[config.mk]
export PLATFORM = sky130hd
export DESIGN_NAME = count_sched
export DESIGN_NICKNAME = d
export VERILOG_FILES = /design/src/rtl/count_sched.sv
export SDC_FILE = /design/constraint.sdc
export NUM_CORES = 1
export LEC_CHECK = 0
export ABC_AREA = 1
export CORE_ASPECT_RATIO = 1.5
export CORE_MARGIN = 4
export CORE_UTILIZATION = 47
export CTS_CLUSTER_DIAMETER = 30
export DETAILED_ROUTE_END_ITERATION = 7
export PLACE_DENSITY = 0.77
export SLEW_MARGIN = 20
export SYNTH_ARGS = -nofsm -noshare
export SYNTH_HDL_FRONTEND = slang
export SYNTH_SLANG_ARGS = --single-unit
[constraint.sdc]
create_clock -name clk -period 2.3 [get_ports clk]
set_clock_uncertainty 0.15 [all_clocks]
set_input_delay 0.46 -clock clk [delete_from_list [all_inputs] [get_ports clk]]
set_output_delay 0.46 -clock clk [all_outputs]
set_load 0.005 [all_outputs]
[src/rtl/count_sched.sv]
// Round-robin front end for one shared run/in_count/done count engine.
// Arbitrates requesters, launches the engine, watches for a hang, returns completion.
module count_sched #(
    parameter int N_REQ         = 4,
    parameter int TIMEOUT_SLACK = 16
) (
    input  logic                  clk,
    input  logic                  rst_n,
    input  logic [N_REQ-1:0]      req,
    input  logic [32*N_REQ-1:0]   req_len,
    output logic [N_REQ-1:0]      gnt,
    output logic [N_REQ-1:0]      cmp,
    output logic                  cmp_err,
    output logic                  busy,
    output logic                  fault,
    input  logic                  clr_fault,
    output logic                  cnt_run,
    output logic [31:0]           cnt_len,
    input  logic                  cnt_done
);

    localparam int W = (N_REQ > 1) ? $clog2(N_REQ) : 1;

    typedef enum logic [2:0] {IDLE, LAUNCH, WAIT, DONE, FAULT} state_t;

    state_t         state;
    logic [W-1:0]   last;
    logic [W-1:0]   owner;
    logic [31:0]    len;
    logic           err;
    logic [32:0]    timer;

    logic [W-1:0]   win;
    logic           win_vld;
    logic [31:0]    sel_len;
    logic [32:0]    timer_nxt;
    logic [32:0]    limit;
    logic           timeout;

    function automatic logic [N_REQ-1:0] onehot(input logic [W-1:0] idx);
        logic [N_REQ-1:0] v;
        v      = '0;
        v[idx] = 1'b1;
        return v;
    endfunction

    // Winner is the first requester after the previous one, wrapping modulo N_REQ.
    always_comb begin
        // NOTE: every combinational output gets a default first so no path infers a latch.
        win     = '0;
        win_vld = 1'b0;
        for (int k = 1; k <= N_REQ; k++) begin
            if (!win_vld && req[W'((int'(last) + k) % N_REQ)]) begin
                win     = W'((int'(last) + k) % N_REQ);
                win_vld = 1'b1;
            end
        end
        sel_len   = req_len[32*int'(win) +: 32];
        // timer_nxt counts cycles since cnt_run, including the launch cycle itself.
        timer_nxt = timer + 33'd1;
        limit     = {1'b0, len} + 33'(TIMEOUT_SLACK);
        timeout   = (timer_nxt == limit);
    end

    // Outputs are registered on the transition into the state that presents them.
    always_ff @(posedge clk or negedge rst_n) begin
        if (!rst_n) begin
            state   <= IDLE;
            last    <= W'(N_REQ - 1);
            owner   <= '0;
            len     <= '0;
            err     <= 1'b0;
            timer   <= '0;
            gnt     <= '0;
            cmp     <= '0;
            cmp_err <= 1'b0;
            busy    <= 1'b0;
            fault   <= 1'b0;
            cnt_run <= 1'b0;
            cnt_len <= '0;
        end else begin
            // NOTE: sequential state uses non-blocking assignments so every register
            // samples the pre-edge values regardless of statement order.
            gnt     <= '0;
            cmp     <= '0;
            cmp_err <= 1'b0;
            cnt_run <= 1'b0;
            unique case (state)
                IDLE: begin
                    if (win_vld) begin
                        state   <= LAUNCH;
                        owner   <= win;
                        len     <= sel_len;
                        gnt     <= onehot(win);
                        cnt_run <= (sel_len != 32'd0);
                        cnt_len <= sel_len;
                        timer   <= '0;
                        busy    <= 1'b1;
                    end
                end
                LAUNCH: begin
                    last <= owner;
                    if (len == 32'd0) begin
                        // A zero-length count would never finish; complete without the engine.
                        state <= DONE;
                        err   <= 1'b0;
                        cmp   <= onehot(owner);
                    end else begin
                        state <= WAIT;
                        timer <= timer_nxt;
                    end
                end
                WAIT: begin
                    timer <= timer_nxt;
                    if (cnt_done) begin
                        state <= DONE;
                        err   <= 1'b0;
                        cmp   <= onehot(owner);
                    end else if (timeout) begin
                        state   <= DONE;
                        err     <= 1'b1;
                        cmp     <= onehot(owner);
                        cmp_err <= 1'b1;
                    end
                end
                DONE: begin
                    if (err) begin
                        state <= FAULT;
                        fault <= 1'b1;
                    end else begin
                        state   <= IDLE;
                        busy    <= 1'b0;
                        cnt_len <= '0;
                    end
                end
                FAULT: begin
                    if (clr_fault) begin
                        state   <= IDLE;
                        fault   <= 1'b0;
                        busy    <= 1'b0;
                        cnt_len <= '0;
                    end
                end
                default: state <= IDLE;
            endcase
        end
    end

endmodule

==> key figures <==
Clock network
  – CTS tree: done
  – Max Buffers Root-to-Sink: 2
  – CTS Sinks: around 120
  – Num CTS Buffers: 17
  – Clk slew on worst S/H paths: 60 ps
  – # hold bufs at CTS: 0
  – H-tree depth: 4
  – CTS Root Cell: clkbuf_16
  – Clk_lat worst skew: 420 ps

Timing
  – RSZ-0062 raised after global routing: true
  – Fin Setup TNS: -16780 ps
  – Min cycle time layout: between 2000 and 3000 ps
  – Final setup margin: -462 ps
  – Max Clk Rate: around 360 MHz
  – Min Hold Slack: -55.6 ps
  – Max-slew headroom: between 50% and 60%
  – Slew at the pin closest to its max-slew limit: ~670 ps
  – Final hold violations: 32
  – Tcrit/Tclk final: 120%
  – # setup viols final: 100
  – Max-slew violations: 0

Critical path
  – CP Class: flip-flop to flip-flop
  – Critical Path Start Type: flip-flop
  – CP Max Fanout: 11
  – CP Data Arrival Time: 2920 ps
  – CP required: ~2500 ps
  – CP Capture Type: flip-flop

Die
  – Die width: 118 um
  – # IOs: 180
  – Die area: 20500 um^2
  – Cell Rows: 60
  – CORE AREA: 17900 um^2
  – Die Y-Extent: 173 um
  – Initial Util: between 40% and 50%

Final layout
  – Nets: 1897
  – Final Cell Area: 14300 um^2
  – Share of cells above drive strength 1: 31.2%
  – Synth-to-layout area growth: 67.1%

Placed design
  – I/O Buffers: 179
  – Placer congestion estimate: 0.958
  – DPL Wire Length: 25000 um
  – Cell area after placement: roughly 13000 um^2

Detailed routing
  – Routed len/inst: ~19 um
  – First drt pass iteration count: 7
  – Via count: 11300
  – Met1 wire length: 12500 um
  – Vias per inst: 5.70
  – 1st-iter DRT viols: 1074
  – DRC viols: 0
  – Routed Antenna Nets: 0
  – DR WL met2: 18800 um
  – WL final: 37100 um
  – Uppermost layer routed: met4
  – Met3 wire length: between 2000 and 3000 um

Power
  – Pwr dens: 1510 nW/um^2
  – Leak: 6.81 nW
  – Clock power share: 13.2%
  – Sequential share of power: 16.0%
  – Gate power share: 70.8%
  – VDD IR max: around 0.0013 V
  – Sw frac: 46.6%
  – Net switching power: 0.0100 W
  – Internal Pwr Total: ~0.011 W

Yosys
  – Ys flop type: dfrtp_1
  – Post-synth ARST share: 100%
  – Syn Area/Cell: 6.55 um^2
  – Seq/Total Area, Yosys: roughly 34%
  – Post-synthesis compound-gate area fraction: 7.69%
  – Post-synthesis mux area share: 0%
  – Ys Warns: 0
  – Top post-synthesis cells by count: 419 x nand2_1, 233 x nand3_1, 118 x inv_1
  – Synth Area in Adders: 0.439%
  – Post-Syn Area: 8560 um^2
  – Syn Nets: ~1400
  – Post-synth top area share: between 30 and 40%
  – Area leader, netlist: dfrtp_1
  – Synth Area in Simple Gates: 45.3%
  – Combinational family with the most area after synthesis: simple AND/OR/NAND/NOR gates
  – Count leader, synth: nand2_1
  – Mapped Cells: 1307
  – Synth Area in XOR/XNOR: 3.06%
  – Synth cell types: 41
  – Number of synthesized flops with an enable pin: 0
  – Seq cells post-synth: 117
  – Top cells by area, synth: dfrtp_1 34%, nand2_1 18%, nand3_1 14%

Global routing
  – Total track usage: between 30% and 40%
  – Global-route wire length before repair: 54400 um
  – Vias in the first global route: 11300
  – Largest net degree at the start of global routing: 118
  – Initial antenna violation count: 1
  – Total gr overflow: 0

Min path
  – Worst min-delay path class: input port to asynchronous set/reset pin

Outcome
  – Status: complete, but fails checks
  – Violated checks: hold timing, setup timing

Flow run
  – Max cap viols: 0
-- path summary, 6_finish.rpt --
check	startpoint	end	slack, ps	cells past startpoint
min	rst_n	cmp[2]	-60	2
max in group asynchronous	rst_n	timer[21]	1510	2
min reg2reg	owner[0]	cmp[2]	320	1
max reg2reg	last[0]	cnt_run	-460	19
max	last[0]	cnt_run	-460	19
min in group clk	owner[0]	cmp[2]	320	1
-- cells in the final DEF (no fill, tap or decap), types with 8 or more instances in the layout --
cell,synthesis,layout
dfrtp_1,115,114
nand2_2,18,43
inv_2,13,20
nand3_2,5,41
o22ai_2,0,14
buf_12,0,12
clkdlybuf4s50_1,0,178
inv_1,118,109
clkbuf_16,0,19
buf_6,8,9
nor3_1,19,14
nand2_1,419,383
nand3_1,233,191
nor3_2,7,8
buf_4,8,275
nor2_2,12,19
o22ai_1,26,12
xor2_1,26,18
nor2_4,6,19
nand2_4,3,13
nor2_1,86,66
o21ai_0,84,66
nand4_1,31,31
o21ai_1,4,17
-- state kept, by name, indices dropped and copies added, names as in the netlist --
signal / count
fault: 1
cmp: 4
state: 3
len: 32
timer: 33
cnt_run: 1
cmp_err: 1
cnt_len: 32
last: 2
gnt: 4
busy: 1
err: 1
owner: 2
-- routing by layer --
layer  up-vias  GRT usage (%)
li1       5203              -
met1      5261           34.7
met2       651           59.2
met3       232           4.96
met4         0           21.8
met5         -              0
-- critical path: stages (launching register included) --
cell	delay (ps)
dfstp_2	650
inv_6	70
nand2_2	70
nand2_2	60
nand2_1	90
nand2_2	80
nor2_4	110
nand3_2	100
nand2_4	120
nand2_4	100
buf_12	150
buf_8	140
nand2_2	60
nand3_2	100
nand2_1	90
nand2_1	80
nor2_1	130
nand2_1	110
nor2_2	110
a21oi_1	70
-- through the flow --
stage	utilization, %	worst slack (ps)	instances	power, W
floorplan	-	-5.76	1307	0.0100
global placement	69.7	-636	1924	0.0159
detailed placement	69.7	-687	1924	0.0162
CTS	76.2	-375	1975	0.0197
global route	79.7	-604	1989	0.0229
finish	79.7	-462	1989	0.0215
-- cells by family (layout without fill, tap and decap cells) --
kind of cell               Yosys count  after routing
xor gates and xnor gates            29             29
DFF                                117            117
other                                0              1
AOI/OAI and AO/OA                  123            123
adders and majority gates            3              3
and+or+nand+nor                    853            853
buffers and inverters              182            646
-- power by group through the flow --
stage	clock network, W	registers, W	logic (W)
final	0.00284	0.00345	0.0152
after CTS	0.00284	0.00339	0.0135
after floorplan	0	0.00330	0.00672
after detailed placement	0	0.00338	0.0128
after global routing	0.00297	0.00350	0.0164
after global placement	0	0.00336	0.0125
-- layout make-up --
| type | count | area, um^2 |
|---|---|---|
| Clock inverter | 13 | 171 |
| Tap cell | 217 | 272 |
| Antenna cell | 1 | 2.50 |
| Sequential cell | 117 | 2930 |
| Clock buffer | 19 | 443 |
| Inverter | 134 | 518 |
| Timing Repair Buffer | 480 | 4300 |
| Fill cell | 1173 | 3650 |
| Multi-Input combinational cell | 1008 | 5660 |
-- what timing repair did --
item / in CTS / in global routing
buffers inserted: 20 / 12
pin swaps: 44 / 48
setup endpoints to repair: 103 / 111
resized for setup: 100 / 124
gates cloned: 0 / 2
Power figures use the tool's default switching activity.
